--- config.mk ---
export PLATFORM = sky130hd
export DESIGN_NAME = conv1d_stream_engine
export DESIGN_NICKNAME = d
export VERILOG_FILES = /design/src/rtl/conv_pkg.sv /design/src/rtl/conv_mac.sv /design/src/rtl/conv1d_stream_engine.sv
export SDC_FILE = /design/constraint.sdc
export NUM_CORES = 1
export LEC_CHECK = 0
export ABC_AREA = 1
export CAP_MARGIN = 20
export CORE_ASPECT_RATIO = 0.5
export CORE_MARGIN = 5
export CORE_UTILIZATION = 60
export DETAILED_ROUTE_END_ITERATION = 12
export PLACE_DENSITY = 0.8
export SLEW_MARGIN = 20
export SYNTH_ARGS = -nofsm -noshare
export SYNTH_HDL_FRONTEND = slang
export SYNTH_HIERARCHICAL = 1
export SYNTH_SLANG_ARGS = --single-unit
--- constraint.sdc ---
create_clock -name clk -period 2.8 [get_ports clk]
set_clock_uncertainty 0.2 [all_clocks]
set_input_delay 0.28 -clock clk [delete_from_list [all_inputs] [get_ports clk]]
set_output_delay 0.28 -clock clk [all_outputs]
set_load 0.005 [all_outputs]
--- src/rtl/conv_pkg.sv ---
// Shared types and sizing helpers for the streaming 1-D convolution engine.
package conv_pkg;

   typedef enum logic [1:0] {IDLE, CONV, DRAIN} state_t;

   // Wide enough that KERNEL full-scale products can be summed without overflow.
   function automatic int acc_width(input int data_w, input int kernel);
      return 2 * data_w + $clog2(kernel);
   endfunction

   function automatic int ptr_width(input int depth);
      return (depth > 1) ? $clog2(depth) : 1;
   endfunction

endpackage

--- src/rtl/conv_mac.sv ---
// Registered multiply-accumulate with signed/unsigned product extension and clear-on-last-tap.
module conv_mac #(
   parameter int DATA_W = 4,
   parameter int ACC_W  = 10,
   parameter int SIGNED = 0
) (
   input  logic              clk,
   input  logic              rst_n,
   input  logic              en,
   input  logic              clr,
   input  logic [DATA_W-1:0] a,
   input  logic [DATA_W-1:0] b,
   output logic [ACC_W-1:0]  acc,
   output logic [ACC_W-1:0]  sum
);

   logic [ACC_W-1:0] prod_ext;

   generate
      if (SIGNED != 0) begin : g_signed
         logic signed [DATA_W-1:0]   a_s;
         logic signed [DATA_W-1:0]   b_s;
         logic signed [2*DATA_W-1:0] prod_s;
         assign a_s      = a;
         assign b_s      = b;
         assign prod_s   = a_s * b_s;
         assign prod_ext = ACC_W'(prod_s);
      end else begin : g_unsigned
         logic [2*DATA_W-1:0] prod_u;
         assign prod_u   = a * b;
         assign prod_ext = ACC_W'(prod_u);
      end
   endgenerate

   // sum already includes this cycle's product, so the last tap can be stored without waiting.
   assign sum = acc + prod_ext;

   always_ff @(posedge clk or negedge rst_n) begin
      if (!rst_n) begin
         acc <= '0;
      end else if (en) begin
         acc <= clr ? '0 : sum;
      end
   end

endmodule

--- src/rtl/conv1d_stream_engine.sv ---
// Streaming 1-D convolution: MAC per window, result FIFO of NUM_OUT entries, pop-on-ReadEn.
module conv1d_stream_engine
   import conv_pkg::*;
#(
   parameter int DATA_W  = 4,
   parameter int KERNEL  = 3,
   parameter int NUM_OUT = 5,
   parameter int SIGNED  = 0,
   parameter int RELU    = 0,
   parameter int ACC_W   = acc_width(DATA_W, KERNEL)
) (
   input  logic              clk,
   input  logic              rst_n,
   input  logic              Start,
   input  logic [DATA_W-1:0] Image,
   input  logic [DATA_W-1:0] Filter,
   input  logic              ReadEn,
   output logic [ACC_W-1:0]  ConvResult,
   output logic              ResultValid,
   output logic              Busy,
   output logic              Done
);

   localparam int PTR_W = ptr_width(NUM_OUT);
   localparam int TAP_W = ptr_width(KERNEL);
   localparam int CNT_W = $clog2(NUM_OUT + 1);

   state_t            state, state_nxt;
   logic [TAP_W-1:0]  tap_cnt;
   logic [PTR_W-1:0]  win_cnt;
   logic [PTR_W-1:0]  wr_ptr;
   logic [PTR_W-1:0]  rd_ptr;
   logic [CNT_W-1:0]  count;
   logic [ACC_W-1:0]  fifo_mem [NUM_OUT];
   logic [ACC_W-1:0]  acc;
   logic [ACC_W-1:0]  sum;
   logic              accept;
   logic              wr_en;
   logic              rd_en;
   logic              win_last;

   function automatic logic [ACC_W-1:0] relu_clamp(input logic [ACC_W-1:0] v);
      if (RELU != 0 && SIGNED != 0 && v[ACC_W-1]) return '0;
      return v;
   endfunction

   assign accept   = Start && (state == IDLE || state == CONV);
   assign wr_en    = accept && (tap_cnt == TAP_W'(KERNEL - 1));
   assign rd_en    = ReadEn && (count != '0);
   assign win_last = (win_cnt == PTR_W'(NUM_OUT - 1));
   assign Busy     = (state == CONV);
   assign Done     = (state == DRAIN);

   conv_mac #(
      .DATA_W (DATA_W),
      .ACC_W  (ACC_W),
      .SIGNED (SIGNED)
   ) u_mac (
      .clk   (clk),
      .rst_n (rst_n),
      .en    (accept),
      .clr   (wr_en),
      .a     (Image),
      .b     (Filter),
      .acc   (acc),
      .sum   (sum)
   );

   always_comb begin
      state_nxt = state;
      case (state)
         IDLE: begin
            if (wr_en && win_last) state_nxt = DRAIN;
            else if (Start)        state_nxt = CONV;
         end
         CONV: begin
            if (wr_en && win_last) state_nxt = DRAIN;
         end
         DRAIN: begin
            if (count == '0 && !Start) state_nxt = IDLE;
         end
         default: state_nxt = IDLE;
      endcase
   end

   always_ff @(posedge clk or negedge rst_n) begin
      if (!rst_n) begin
         state   <= IDLE;
         tap_cnt <= '0;
         win_cnt <= '0;
         wr_ptr  <= '0;
      end else begin
         state <= state_nxt;
         if (accept) begin
            tap_cnt <= wr_en ? '0 : tap_cnt + 1'b1;
         end
         if (wr_en) begin
            win_cnt <= win_cnt + 1'b1;
            wr_ptr  <= (wr_ptr == PTR_W'(NUM_OUT - 1)) ? '0 : wr_ptr + 1'b1;
         end else if (state == DRAIN && state_nxt == IDLE) begin
            win_cnt <= '0;
         end
      end
   end

   // Storage carries no reset: validity is tracked entirely by count.
   always_ff @(posedge clk) begin
      if (wr_en) fifo_mem[wr_ptr] <= relu_clamp(sum);
   end

   always_ff @(posedge clk or negedge rst_n) begin
      if (!rst_n) begin
         rd_ptr      <= '0;
         count       <= '0;
         ConvResult  <= '0;
         ResultValid <= 1'b0;
      end else begin
         ResultValid <= rd_en;
         if (rd_en) begin
            ConvResult <= fifo_mem[rd_ptr];
            rd_ptr     <= (rd_ptr == PTR_W'(NUM_OUT - 1)) ? '0 : rd_ptr + 1'b1;
         end
         count <= count + CNT_W'(wr_en) - CNT_W'(rd_en);
      end
   end

endmodule

Yosys cells after proc, flatten, opt, wreduce, memory -nomap -nowiden. Memory sizes are Yosys's and may differ from the RTL's. A register that Yosys moved wholly into a read port is not among the register bits. Index checks and enable logic that the tools add are counted.

Div/mod/pow operators: 0. Multiply operators: 1. $lt $le $gt $ge: 0. Bitwise gates (word level): 0. Shifts and indexed selects: 0. Add/sub/neg operators: 7. Reduce and logical (&&, ||, !) cells: 14. Equality and inequality tests: 6. Mux-type cells: 13.

Operator list (count): 3-bit 2-to-1 mux (4); 10-bit by 8-bit adder with 10-bit output (1); 10-bit 2-to-1 mux (1); 2-bit 2-to-1 mux (5); 3-bit by 1-bit adder with 3-bit output (second input constant) (3); 3-bit == test (second input constant) (3); 4-bit by 4-bit multiplier with 8-bit output (1); 1-bit logical AND (6); 2-bit one-hot mux with 3 select lines (1); 2-bit == test (second input constant) (2); 2-bit zero test (2); 3-bit by 1-bit adder with 3-bit output (1); 3-bit zero test (1); 3-bit nonzero test (1); 3-bit by 1-bit subtractor with 3-bit output (1); 2-bit by 1-bit adder with 2-bit output (second input constant) (1); 2-bit by 1-bit == test with 1-bit output (second input constant) (1); 1-bit zero test (2); 1-bit 2-to-1 mux (2); 2-bit nonzero test (1); 1-bit logical OR (1).

Memory bits (writable): 50. Output and inout port bits: 13. Memories kept: 1. ROM bits: 0. Word-level logic and storage cells: 50. Flip-flop bits (word level): 27. Bits in latches: 0. Input bits: 12.

Memories: fifo_mem (depth 5, width 10, rd ports 1, clocked after Yosys merged registers in 1, wr ports 1, RTL line conv1d_stream_engine.sv:34) `logic [ACC_W-1:0] fifo_mem [NUM_OUT];`.

Logic depth before layout (Yosys ltp).
Word-level depth: 11. Gate-level depth with buffers: 15. Gate-level depth less buffers: 15.

Hierarchy. The synthesis kept the hierarchy.

Modules (own cells, without submodules): conv1d_stream_engine (times used 1, cells an instance 301, area an instance 3245.6 sq um, seq. area each 2177.1 sq um); conv_mac (times used 1, cells an instance 174, area an instance 1249.9 sq um, seq. area each 250.2 sq um).

Worst setup path after synthesis. OpenSTA, ideal clock, no wires.

Kind: input -> register. From: input port Filter[3]. To: memory fifo_mem[0][8] (data pin). Arrival time: 2.800 ns. Setup slack: -0.466 ns. Path buffers: 0. Stages: 10. Cell sequence: nand2_1 fa_1 fa_1 inv_1 fa_1 ha_1 or2_4 nand3_1 nand3_1 and2_1.

Longest elaborated chain between the ends: 2.

RTL lines: start: declaration (RTL line conv1d_stream_engine.sv:16) `input logic [DATA_W-1:0] Filter,`; 4-bit by 4-bit multiplier with 8-bit output (RTL line conv_mac.sv:30) `assign prod_u = a * b;`; 10-bit by 8-bit adder with 10-bit output (RTL line conv_mac.sv:36) `assign sum = acc + prod_ext;`; net sum[8] (RTL line conv1d_stream_engine.sv:36) `logic [ACC_W-1:0] sum;`; end: declaration (RTL line conv1d_stream_engine.sv:34).

The timed path passes the listed nets, and every way through them passes these cells.

Worst setup path in the final report.
From: input port Image[2]. To: memory fifo_mem[2][7] (data pin).

Longest elaborated chain between the ends: 2.

RTL lines: start: declaration (RTL line conv1d_stream_engine.sv:15) `input logic [DATA_W-1:0] Image,`; 4-bit by 4-bit multiplier with 8-bit output (RTL line conv_mac.sv:30); 10-bit by 8-bit adder with 10-bit output (RTL line conv_mac.sv:36); net sum[7] (RTL line conv1d_stream_engine.sv:36).

The timed path passes the listed nets, and every way through them passes these cells.

==> flow_metrics.env <==
export IMPL_start_util=0.616
export IMPL_tightestPinTransition_ps=846
export IMPL_pin_count=25
export IMPL_gp_congestion=0.840
export IMPL_violations="negative setup slack"
export IMPL_drt_total_wl_um=10400
export IMPL_drt_iter0_markers=291
export IMPL_min_period_ps=2970
export IMPL_cts_clk_slew_worst_paths_ps=60
export IMPL_clock_sinks=87
export IMPL_fin_setup_tns_ps=-4680
export IMPL_yosys_top_cells_count="nand2_1 (163), inv_1 (64), edfxtp_1 (50), dfrtp_1 (37), nand3_1 (37)"
export IMPL_synth_xor_area_frac=0.00974
export IMPL_antenna_left=0
export IMPL_multiInputGateArea_mm2=0.00206
export IMPL_fp_dieH_um=71.2
export IMPL_synth_top_cell_by_area="edfxtp_1"
export IMPL_netlist_area_mm2=0.00450
export IMPL_max_cap_viol_count=0
export IMPL_max_slew_margin=0.436
export IMPL_diodes=0
export IMPL_antenna_found_initial=0
export IMPL_yosysUniqueCellTypes=31
export IMPL_ys_ff_latch=87
export IMPL_synthCells=475
export IMPL_die_x_um=132
export IMPL_required_ps=2690
export IMPL_synthTopCellsByArea="edfxtp_1 (33%), dfrtp_1 (21%), nand2_1 (14%)"
export IMPL_postLayoutCellArea_mm2=0.00571
export IMPL_cts_made_buffers=9
export IMPL_nFillCells=407
export IMPL_routedWlPerCell_um=16.3
export IMPL_placementRows=22
export IMPL_synth_compound_area_frac=0.0239
export IMPL_drive_gt1_frac=0.235
export IMPL_yosysSeqAreaShare=0.540
export IMPL_path_class="primary input to flip-flop"
export IMPL_layout_setup_ws_ps=-167
export IMPL_nNetsFinal=585
export IMPL_crit_path_end_kind="flip-flop"
export IMPL_finalHoldViolCount=0
export IMPL_synth_nets=524
export IMPL_postPlaceCellArea_mm2=0.00505
export IMPL_synthMuxAreaShare=0
export IMPL_io_buffer_count=24
export IMPL_clk_latency_ps=340
export IMPL_final_core_util=0.783
export IMPL_hp_class="flip-flop to flip-flop"
export IMPL_cp_max_fo=5
export IMPL_post_place_ws_ps=-1040
export IMPL_clockBufferDepth=2
export IMPL_drc=0
export IMPL_synth_top_area_frac=0.334
export IMPL_synth_edf_count=50
export IMPL_core_area_mm2=0.00729
export IMPL_status="finished with violations"
export IMPL_area_growth_pct=27.0
export IMPL_grt_pass1_vias=3296
export IMPL_period_share=1.06
export IMPL_htreeDepth=3
export IMPL_synth_fa_ha_area_frac=0.120
export IMPL_slew_violations=0
export IMPL_setup_viol=36
export IMPL_dieArea_mm2=0.00943
export IMPL_synthFlopType="edfxtp_1"
export IMPL_p_total_mw=6.66
export IMPL_async_reset_ff_frac=0.425
export IMPL_dr_pass1_iters=5
export IMPL_total_leakage_power_nw=2.74
export IMPL_synth_area_per_cell_um2=9.46
export IMPL_grt_max_degree=38
export IMPL_register_area_mm2=0.00243
export IMPL_synth_top_family_by_area="simple AND/OR/NAND/NOR gates"
export IMPL_dr_total_vias=3503
export IMPL_rsz0062_at_grt="yes"
export IMPL_power_density_mw_per_mm2=1170
export IMPL_synth_simple_area_share=0.232
export IMPL_track_usage=0.216
export IMPL_yosys_warnings=6
export IMPL_clockRootBuffer="clkbuf_16"
export IMPL_ir_drop_mv=0.531
export IMPL_vias_per_cell=5.50
export IMPL_critPathLaunchType="primary input"
export IMPL_yosysMostFrequentCell="nand2_1"
export IMPL_grt_ovfl_total=0
export IMPL_max_clock_freq_mhz=337
export IMPL_cts_tree="built"
export IMPL_grt_pass1_wl_um=16000
export IMPL_arrival_ps=2860
export IMPL_dp_hpwl_um=6370
logic make-up (layout without fill, tap and decap cells):
kind of cell    after synthesis  in the layout
buf+inv                      78            144
xor+xnor                      5              5
fa+ha+maj                    37             37
flops                        87             87
simple gates                249            249
compound gates               19             19
where the power goes:
group	leakage [nW]	total (mW)	switching (mW)	internal, mW
registers	0.906	2.11	0.213	1.89
logic	1.70	3.41	1.89	1.52
clock network	0.140	1.14	0.486	0.657
total	2.74	6.66	2.59	4.07
timing repair:
item / CTS / global route
setup buffers: 5 / 4
endpoints found under the setup margin: 48 / 42
hold buffers: 1 / 0
resized for setup: 54 / 53
pin swaps: 23 / 38
cloned: 0 / 0
endpoints found under the hold margin: 37 / 0
worst max-delay path, cell delays in order:
cell and delay, ps:
buf_8 100, buf_4 140, nand2_2 50, inv_2 30, fa_1 440, ha_1 310, inv_2 40, fa_1 510
inv_2 40, ha_4 230, or2_4 290, nand3b_1 130, nand3_2 80, and2_4 180
flip-flops by register name, summed over array words and instances (netlist names):
| name | cells |
|---|---|
| fifo_mem | 50 |
| tap_cnt | 2 |
| count | 3 |
| win_cnt | 3 |
| state | 2 |
| rd_ptr | 3 |
| ConvResult | 10 |
| wr_ptr | 3 |
| ResultValid | 1 |
| u_mac/acc | 10 |
final cells by class:
| type | instances | share of cell area |
|---|---|---|
| clock buffer | 13 | 0.0456 |
| clock inverter | 3 | 0.00460 |
| inverter | 67 | 0.0440 |
| multi-input combinational | 310 | 0.361 |
| sequential | 87 | 0.425 |
| tap | 96 | 0.0210 |
| timing repair buffer | 61 | 0.0982 |
routing by layer:
metal  vias up  GRT usage  part of all wire
met5         -          0                 0
met4         0     0.0587             0.018
met3        22     0.0625             0.082
met2       176      0.348              0.48
met1      1671      0.292              0.42
li1       1634          -                 -
path summary, 6_finish.rpt:
| kind | startpoint | endpoint | slack (ps) | depth (start not counted) |
|---|---|---|---|---|
| min in group asynchronous | rst_n | u_mac/acc[6]$_DFFE_PN0P_ | 390 | 2 |
| max in group asynchronous | rst_n | ConvResult[3]$_DFFE_PN0P_ | 1480 | 2 |
| hold reg to reg | ConvResult[0]$_DFFE_PN0P_ | ConvResult[0]$_DFFE_PN0P_ | 280 | 2 |
| setup reg to reg | u_mac/acc[2]$_DFFE_PN0P_ | u_mac/acc[5]$_DFFE_PN0P_ | 220 | 11 |
| setup / recovery | Image[2] | fifo_mem[2][7]$_DFFE_PP_ | -170 | 14 |
| hold / removal | ConvResult[0]$_DFFE_PN0P_ | ConvResult[0]$_DFFE_PN0P_ | 280 | 2 |
layout by cell type, fill, tap and decap left out, types with 2 or more instances in the layout:
cell / count
nor2_2: 3
clkbuf_1: 2
clkdlybuf4s50_1: 15
o21ai_0: 7
dfrtp_1: 37
nor2_1: 24
nor3_1: 4
buf_8: 2
nand2_2: 16
buf_4: 31
nor2_4: 3
nand3_1: 28
fa_1: 9
nand3_2: 5
inv_2: 11
and2_4: 4
inv_1: 56
ha_1: 22
nand3b_1: 3
nand3_4: 4
o21ai_1: 4
nand2_4: 8
clkbuf_16: 9
clkbuf_8: 2
or2_4: 2
a22o_1: 2
nand2_1: 141
xnor2_4: 2
buf_6: 8
ha_4: 4
edfxtp_1: 50
clkinv_4: 2
xor2_1: 2
stage by stage:
stage / hold WS, ps / std cells
global placement: 225 / 611
finish: 276 / 637
detailed placement: 237 / 611
global route: 308 / 637
CTS: 282 / 633
floorplan: -216 / 475
No activity file was read; power rests on OpenSTA's default activity.
